[src/rtl/peripheral_display_seq.sv]
// peripheral_display_seq
//   Display stage placed after the operand loader. It drives four active-low
//   7-segment digits. While the loader is taking input, the switch byte is
//   echoed. When the loader reports ready, the A/B/R words are captured and
//   then shown one byte at a time. Each enter pulse moves to the next byte.
//   An optional timer can also step through the bytes automatically.
//
// Ports
//   clk              clock
//   reset            asynchronous, active-high reset
//   enterpulse       one-cycle, already-debounced advance request
//   loaddata         1 = operand loading mode (highest priority)
//   inputdata[7:0]   switch byte echoed while loading
//   inputdata_ready  loader has completed A/B/R
//   dataA/B/R[31:0]  words to display (captured on entry to SHOW)
//   disp3..disp0     registered segment outputs {g,f,e,d,c,b,a}, active-low
//
// Parameters
//   AUTO_CYCLES      auto-advance period in clk cycles; 0 disables auto-scroll
//   TW               width of the auto-scroll counter
module peripheral_display_seq #(
  parameter int AUTO_CYCLES = 0,
  parameter int TW          = 32
) (
  input  logic        clk,
  input  logic        reset,
  input  logic        enterpulse,
  input  logic        loaddata,
  input  logic [7:0]  inputdata,
  input  logic        inputdata_ready,
  input  logic [31:0] dataA,
  input  logic [31:0] dataB,
  input  logic [31:0] dataR,
  output logic [6:0]  disp3,
  output logic [6:0]  disp2,
  output logic [6:0]  disp1,
  output logic [6:0]  disp0
);

  typedef enum logic [1:0] {S_WAIT, S_LOAD, S_SHOW} state_t;

  localparam logic [6:0] SEG_A     = 7'h08;
  localparam logic [6:0] SEG_B     = 7'h03;
  localparam logic [6:0] SEG_R     = 7'h2F;
  localparam logic [6:0] SEG_L     = 7'h47;
  localparam logic [6:0] SEG_DASH  = 7'h3F;
  localparam logic [6:0] SEG_BLANK = 7'h7F;

  localparam bit         AUTO_EN   = (AUTO_CYCLES > 0);
  localparam logic [TW-1:0] AUTO_LAST = AUTO_EN ? TW'(AUTO_CYCLES - 1) : '0;

  function automatic logic [6:0] seg_hex(input logic [3:0] n);
    case (n)
      4'h0: seg_hex = 7'h40;  4'h1: seg_hex = 7'h79;
      4'h2: seg_hex = 7'h24;  4'h3: seg_hex = 7'h30;
      4'h4: seg_hex = 7'h19;  4'h5: seg_hex = 7'h12;
      4'h6: seg_hex = 7'h02;  4'h7: seg_hex = 7'h78;
      4'h8: seg_hex = 7'h00;  4'h9: seg_hex = 7'h10;
      4'hA: seg_hex = 7'h08;  4'hB: seg_hex = 7'h03;
      4'hC: seg_hex = 7'h46;  4'hD: seg_hex = 7'h21;
      4'hE: seg_hex = 7'h06;  default: seg_hex = 7'h0E;
    endcase
  endfunction

  state_t          state, next_state;
  logic [1:0]      word_sel, byte_sel;   // word_sel: 0=A, 1=B, 2=R
  logic [TW-1:0]   auto_cnt;
  logic [31:0]     snap_a, snap_b, snap_r;

  logic            enter_show;
  logic            auto_expire;
  logic            advance;
  logic [31:0]     sel_word;
  logic [7:0]      sel_byte;
  logic [6:0]      d3_n, d2_n, d1_n, d0_n;

  // Next-state logic. loaddata has priority over every other condition.
  // In SHOW, a falling ready flag is deliberately ignored.
  always_comb begin
    // NOTE: every combinational output gets a default first so no path leaves it unassigned (no latch).
    next_state = state;
    if (loaddata) begin
      next_state = S_LOAD;
    end else begin
      case (state)
        S_LOAD:  next_state = inputdata_ready ? S_SHOW : S_WAIT;
        S_WAIT:  next_state = inputdata_ready ? S_SHOW : S_WAIT;
        default: next_state = S_SHOW;
      endcase
    end
  end

  assign enter_show  = (state != S_SHOW) && (next_state == S_SHOW);
  assign auto_expire = AUTO_EN && (state == S_SHOW) && (auto_cnt == AUTO_LAST);
  // If enter and the timer expiry fall in the same cycle, the byte still
  // advances only once.
  assign advance     = (state == S_SHOW) && (next_state == S_SHOW) && (enterpulse || auto_expire);

  always_comb begin
    sel_word = snap_a;
    case (word_sel)
      2'd1:    sel_word = snap_b;
      2'd2:    sel_word = snap_r;
      default: sel_word = snap_a;
    endcase
    sel_byte = sel_word[8*byte_sel +: 8];
  end

  // Digit content is computed from the current state and then registered,
  // so the digits appear one clock after the state/index change.
  always_comb begin
    d3_n = SEG_DASH;
    d2_n = SEG_DASH;
    d1_n = SEG_DASH;
    d0_n = SEG_DASH;
    case (state)
      S_LOAD: begin
        d3_n = SEG_L;
        d2_n = SEG_BLANK;
        d1_n = seg_hex(inputdata[7:4]);
        d0_n = seg_hex(inputdata[3:0]);
      end
      S_SHOW: begin
        d3_n = (word_sel == 2'd0) ? SEG_A : (word_sel == 2'd1) ? SEG_B : SEG_R;
        d2_n = seg_hex({2'b00, byte_sel});
        d1_n = seg_hex(sel_byte[7:4]);
        d0_n = seg_hex(sel_byte[3:0]);
      end
      default: ;
    endcase
  end

  // The snapshot registers are plain flops. They are reset along with the
  // rest of the state.
  always_ff @(posedge clk or posedge reset) begin
    if (reset) begin
      state    <= S_WAIT;
      word_sel <= 2'd0;
      byte_sel <= 2'd0;
      auto_cnt <= '0;
      snap_a   <= '0;
      snap_b   <= '0;
      snap_r   <= '0;
      disp3    <= SEG_DASH;
      disp2    <= SEG_DASH;
      disp1    <= SEG_DASH;
      disp0    <= SEG_DASH;
    end else begin
      // NOTE: non-blocking assignments so every register samples pre-edge values.
      state <= next_state;
      disp3 <= d3_n;
      disp2 <= d2_n;
      disp1 <= d1_n;
      disp0 <= d0_n;

      if (enter_show) begin
        snap_a   <= dataA;
        snap_b   <= dataB;
        snap_r   <= dataR;
        word_sel <= 2'd0;
        byte_sel <= 2'd0;
      end else if (advance) begin
        byte_sel <= byte_sel + 2'd1;
        if (byte_sel == 2'd3) begin
          word_sel <= (word_sel == 2'd2) ? 2'd0 : word_sel + 2'd1;
        end
      end

      // The timer runs only while showing. An enter pulse restarts it.
      if (!AUTO_EN || enter_show || state != S_SHOW || enterpulse || auto_expire) begin
        auto_cnt <= '0;
      end else begin
        auto_cnt <= auto_cnt + 1'b1;
      end
    end
  end

endmodule

[config.mk]
export PLATFORM = sky130hd
export DESIGN_NAME = peripheral_display_seq
export DESIGN_NICKNAME = d
export VERILOG_FILES = /design/src/rtl/peripheral_display_seq.sv
export SDC_FILE = /design/constraint.sdc
export NUM_CORES = 1
export LEC_CHECK = 0
export ABC_AREA = 0
export BUFFER_PORTS_ARGS = -buffer_cell sky130_fd_sc_hd__buf_2
export CAP_MARGIN = 20
export CORE_ASPECT_RATIO = 1.75
export CORE_MARGIN = 1
export CORE_UTILIZATION = 60
export CTS_CLUSTER_DIAMETER = 60
export DETAILED_ROUTE_END_ITERATION = 8
export GPL_ROUTABILITY_DRIVEN = 0
export PLACE_DENSITY = 0.95
export SYNTH_ARGS = -nofsm -noshare
export SYNTH_HDL_FRONTEND = slang
export SYNTH_SLANG_ARGS = --single-unit
export TNS_END_PERCENT = 50
[constraint.sdc]
create_clock -name clk -period 9.7 [get_ports clk]
set_input_delay 0.97 -clock clk [delete_from_list [all_inputs] [get_ports clk]]
set_output_delay 0.97 -clock clk [all_outputs]
set_load 0.01 [all_outputs]
Yosys cells after proc, flatten, opt, wreduce, memory -nomap -nowiden
Memories as Yosys holds them, arrays and structs flattened.
Cells that the tools add are included.
Widths: inputs -> output; s select.
{"block": "word_totals", "ff_bits": 130, "mem_bits_ro": 448, "in_bits": 109, "wordCells": 53, "memories": 4}
{"block": "classes", "n_addsub": 2, "eq_ne": 9, "n_shift": 1, "muxes": 17, "n_reduce_logical": 10}
{"memory": "(no name shown)", "depth": 16, "width": 7, "read_ports": 1, "rd_clocked_by_memory_dff": 0, "wr": 0, "line": "53", "text": "case (n)"}
{"memory": "(no name shown)", "depth": 16, "width": 7, "read_ports": 1, "rd_clocked_by_memory_dff": 0, "wr": 0, "line": "53"}
{"memory": "(no name shown)", "depth": 16, "width": 7, "read_ports": 1, "rd_clocked_by_memory_dff": 0, "wr": 0, "line": "53"}
{"memory": "(no name shown)", "depth": 16, "width": 7, "read_ports": 1, "rd_clocked_by_memory_dff": 0, "wr": 0, "line": "53"}
{"operator": "$pmux 32 s2", "count": 1}
{"operator": "$pmux 7 s2", "count": 4}
{"operator": "$shiftx 32x6->8", "count": 1}
{"operator": "$pmux 7 s4", "count": 1}
{"operator": "$mux 2", "count": 9}
{"operator": "$mux 6", "count": 2}
{"operator": "$eq 2x2->1 const B", "count": 5}
{"operator": "$eq 2x1->1 const B", "count": 3}
{"operator": "$logic_not 2->1", "count": 3}
{"operator": "$add 2x1->2 const B", "count": 2}
{"operator": "$reduce_bool 2->1", "count": 2}
{"operator": "$logic_and 1x1->1", "count": 3}
{"operator": "$ne 2x2->1 const B", "count": 1}
{"operator": "$reduce_and 2->1", "count": 1}
{"operator": "$reduce_or 2->1", "count": 1}

Logic depth before layout (Yosys ltp)
{"block": "depth", "depth_word": 9, "mapped_depth": 13, "depth_no_buf": 11}

Worst setup path before layout
No wires, ideal clock.
{"block": "synth_timing", "path_type": "reg2reg", "startpoint": "register word_sel[0]", "endpoint": "register disp0[3]", "setup_time_ns": 0.097, "t_arrival_ns": 2.785, "setup_slack_ns": 6.818, "path_stages_with_launch": 13, "n_path_buf": 2, "cell_sequence": "dfrtp_1 -> inv_1 -> ha_1 -> buf_4 -> buf_4 -> a22oi_1 -> mux4_2 -> o21ai_0 -> inv_1 -> ha_1 -> mux2_2 -> mux2i_1 -> o221ai_1"}
{"block": "synth_via", "elab_chain_len": 5, "elab_cells_between_ends": 6}
{"item": "start, declared", "line": "66", "text": "logic [1:0] word_sel, byte_sel;"}
{"item": "start signal, assigned", "line": "165", "text": "word_sel <= (word_sel == 2'd2) ? 2'd0 : word_sel + 2'd1;"}
{"item": "$eq 2x2->1 / $eq 2x1->1 (equally long branches)", "line": "101", "text": "case (word_sel)"}
{"item": "$pmux 32 s2 *", "line": "101"}
{"item": "$shiftx 32x6->8 *", "line": "106", "text": "sel_byte = sel_word[8*byte_sel +: 8];"}
{"item": "$mem_v2 16x7 *"}
{"item": "$pmux 7 s2 *", "line": "116", "text": "case (state)"}
{"item": "named net d0_n[3]", "line": "75", "text": "logic [6:0] d3_n, d2_n, d1_n, d0_n;"}
{"item": "end signal, assigned", "line": "154", "text": "disp0 <= d0_n;"}
{"item": "end, declared", "line": "37", "text": "output logic [6:0] disp0"}
The timed path passes the listed nets; every way through them passes the cells marked *.
A chain may end at the register's enable or synchronous reset.

Final worst setup path
Ends and elaborated chain as after synthesis.

==> metrics.md <==
| Metric | Value |
|---|---|
| Ys flop type | dfrtp_1 |
| Critical path startpoint category | flop |
| Largest area contributor in the synthesized netlist | dfrtp_1 |
| GR Overflow Total | 0 |
| CTS tree | built |
| Flops & latches, synth | ~130 |
| FP Rows | 51 |
| Initial DRC Count | 393 |
| Worst-path clk slew | 0.06 ns |
| Final hold slack | about 0.5 ns |
| Final Max Tran Viols | 0 |
| Hold Startpoint | snap_r[29] |
| Least-Margin Pin Slew | 1.03 ns |
| Global-route wire length before repair | 27300 um |
| Die Area | about 12000 sq um |
| Share of layout cells above drive strength 1 | 45.7% |
| Total Routing Usage GR | 30.1% |
| Fin Setup TNS | 0 ns |
| Synthesized area per cell | 12.2 sq um |
| Initial antenna violation count | 0 |
| Combinational Power Share | 21.2% |
| Number of synthesized flops with an enable pin | 0 |
| Post-CTS setup buffer count | 0 |
| Largest cells by area after synthesis | dfrtp_1 (39%), mux2_2 (18%), dfstp_2 (8.4%), ha_1 (7.6%), mux4_2 (2.6%) |
| Final Hold Vio Count | 0 |
| Hold buffer count at cts | 0 |
| Yosys warns | 0 |
| Arrival @ worst endpoint | 4.38 ns |
| Chip Height | 144 um |
| Seq/Total Area, Yosys | 47.0% |
| Headroom to the max-slew limit | a little under a third |
| ANT nets after route | 0 |
| Area share of the largest cell type after synthesis | 38.6% |
| Min Tclk post-route | 4.06 ns |
| Clock Power Share | between 30% and 40% |
| Syn Inst Count | 565 |
| Vias in the first global route | 5597 |
| Total power | 1.65 mW |
| Vias | 5328 |
| CTS Buf Count | 17 |
| Max-Cap Viols | 0 |
| WL final | 17700 um |
| Post-Route Skew | 0.00556 ns |
| Final #Nets | 840 |
| IO buf count | 136 |
| Mapped Area | roughly 7000 sq um |
| Die X | 82.9 um |
| Cell Pwr Density | 202 nW/um^2 |
| Seq pwr share | 41.5% |
| Root Buffer | clkbuf_16 |
| Io pins | 137 |
| Largest net degree at the start of global routing | 97 |
| Sw Ratio | 28.9% |
| CP Max Fanout | 27 |
| Worst hold path class | reg -> reg |
| Post_cts resized | 0 |
| Synthesis-to-layout area growth | 18.8% |
| Worst setup path startpoint | word_sel[0] |
| Core area | about 11000 sq um |
| Worst-case clock buffer depth | 2 |
| Crit path kind | reg -> reg |
| Fmax | approximately 0.25 GHz |
| Crit. End Element | flop |
| Status | finished, final reports clean |
| Net load switching power | 0.477 mW |
| Final setup fails | 0 |
| Routed vias/inst | 6.39 |
| Wire length per cell | 21.2 um |
| Clk_lat worst skew | 0.42 ns |
| RSZ-0062 raised after global routing | no |
| Synthesized net count | 716 |
| Post-synth ARST share | between 90% and 100% |
| DRC | 0 |
| Pleak | 3.65 nW |
| FILL cells | 715 |
| Hpwl dp | 12400 um |
| Ant. Diodes | 0 |
| Initial Utilization | 61.6% |
| Final period util | between 40% and 50% |
| CP required | 10.02 ns |
| Power Internal | 1.17 mW |
| Distinct cells, synth | 59 |
| Drt first pass iters | 5 |
| Worst vdd ir | 0.000180 V |
| CTS Sinks | about 130 |
| H-tree depth | 4 |
| Startpoint of the worst register-to-register path | word_sel[0] |
## sequential cells by signal, summed over array words and instances (netlist names)
register / count
state: 2
disp1: 7
disp2: 6
snap_a: 32
word_sel: 2
disp0: 7
disp3: 6
snap_b: 32
snap_r: 32
byte_sel: 2
## worst max-delay path, stage by stage, from the launching register on
cell and delay, ns:
dfrtp_1 0.39, inv_1 0.12, ha_1 0.86, a22oi_1 0.25
mux4_2 0.53, o21ai_0 0.62, inv_1 0.24, ha_1 0.30
mux2_2 0.27, mux2i_1 0.21, o221ai_1 0.16
## stage by stage
stage                     util [%]  instance area, sq um  setup slack [ns]  cells
after floorplan                  -                  6880              5.35    565
after global placement        67.8                  7570              6.12    801
after CTS                     72.9                  8140              5.75    833
after detailed placement      67.8                  7570              5.86    801
after global routing          73.2                  8170              5.49    834
final                         73.2                  8170              5.64    834
## per-layer routing
metal / vias to the layer above / global-route usage, % / wire [um]
met2: 295 / 53.4 / 9610
met1: 2637 / 30.6 / 6090
met5: - / 0 / 0
li1: 2310 / - / -
met4: 0 / 22.3 / 960
met3: 86 / 7.18 / 1030
## cell usage after synthesis, types with 4 or more instances
cell      number
nor2_1        20
nand2b_1       6
a22oi_1       13
o21ai_0       22
mux4_2         8
mux2_2       107
a211o_1        5
nor2b_1        5
ha_1          42
a221o_1        6
nand2_1       33
buf_6          4
o221ai_1       4
nand3_1        6
buf_2         11
a31oi_1        4
a221oi_1       9
a21oi_1       13
clkbuf_1      15
dfrtp_1      106
nor3_1         7
buf_4          5
dfstp_2       22
mux2i_1       15
inv_1         26
## logic make-up after synthesis
group,synth area share [%]
muxes,22.7
DFF,47.0
AOI/OAI and AO/OA,11.9
and+or+nand+nor,6.15
buffers and inverters,4.37
adders and majority gates,7.64
xor gates and xnor gates,0.255
## power groups by stage
stage	logic [mW]	registers (mW)	clock network (mW)
finish	0.350	0.686	0.615
global route	0.373	0.694	0.639
CTS	0.342	0.683	0.617
detailed placement	0.336	0.691	0
global placement	0.314	0.684	0
floorplan	0.241	0.678	0
## placed cells by master (no fill, tap or decap), drive strengths merged, types with 13 or more instances in the layout
master	synthesis	layout
mux2i	15	15
buf	21	142
mux2	107	107
nand2	34	34
inv	26	28
a21oi	13	13
dfrtp	106	106
ha	42	42
o21ai	22	22
dfstp	22	22
clkbuf	16	20
nor2	21	21
a22oi	14	14
## path summary, 6_finish.rpt
check / endpoint / slack [ns] / depth (start not counted)
setup / recovery: disp0[3] / 5.64 / 10
hold / removal: snap_r[29] / 0.51 / 1
setup reg to reg: disp0[3] / 5.64 / 10
hold reg to reg: snap_r[29] / 0.51 / 1
max in group asynchronous: snap_a[7] / 7.64 / 3
min in group asynchronous: snap_r[15] / 0.65 / 2
## final cells by class
class / instances / area [sq um] / share of cell area (%)
inverters: 26 / 100 / 1.23
well taps: 132 / 165 / 2.02
repair buffers: 142 / 746 / 9.13
clock buffers: 20 / 467 / 5.71
flip-flops and latches: 128 / 3230 / 39.5
multi-input cells: 374 / 3350 / 41.0
clock inverters: 12 / 109 / 1.33
(Power assumes the default switching activity.)
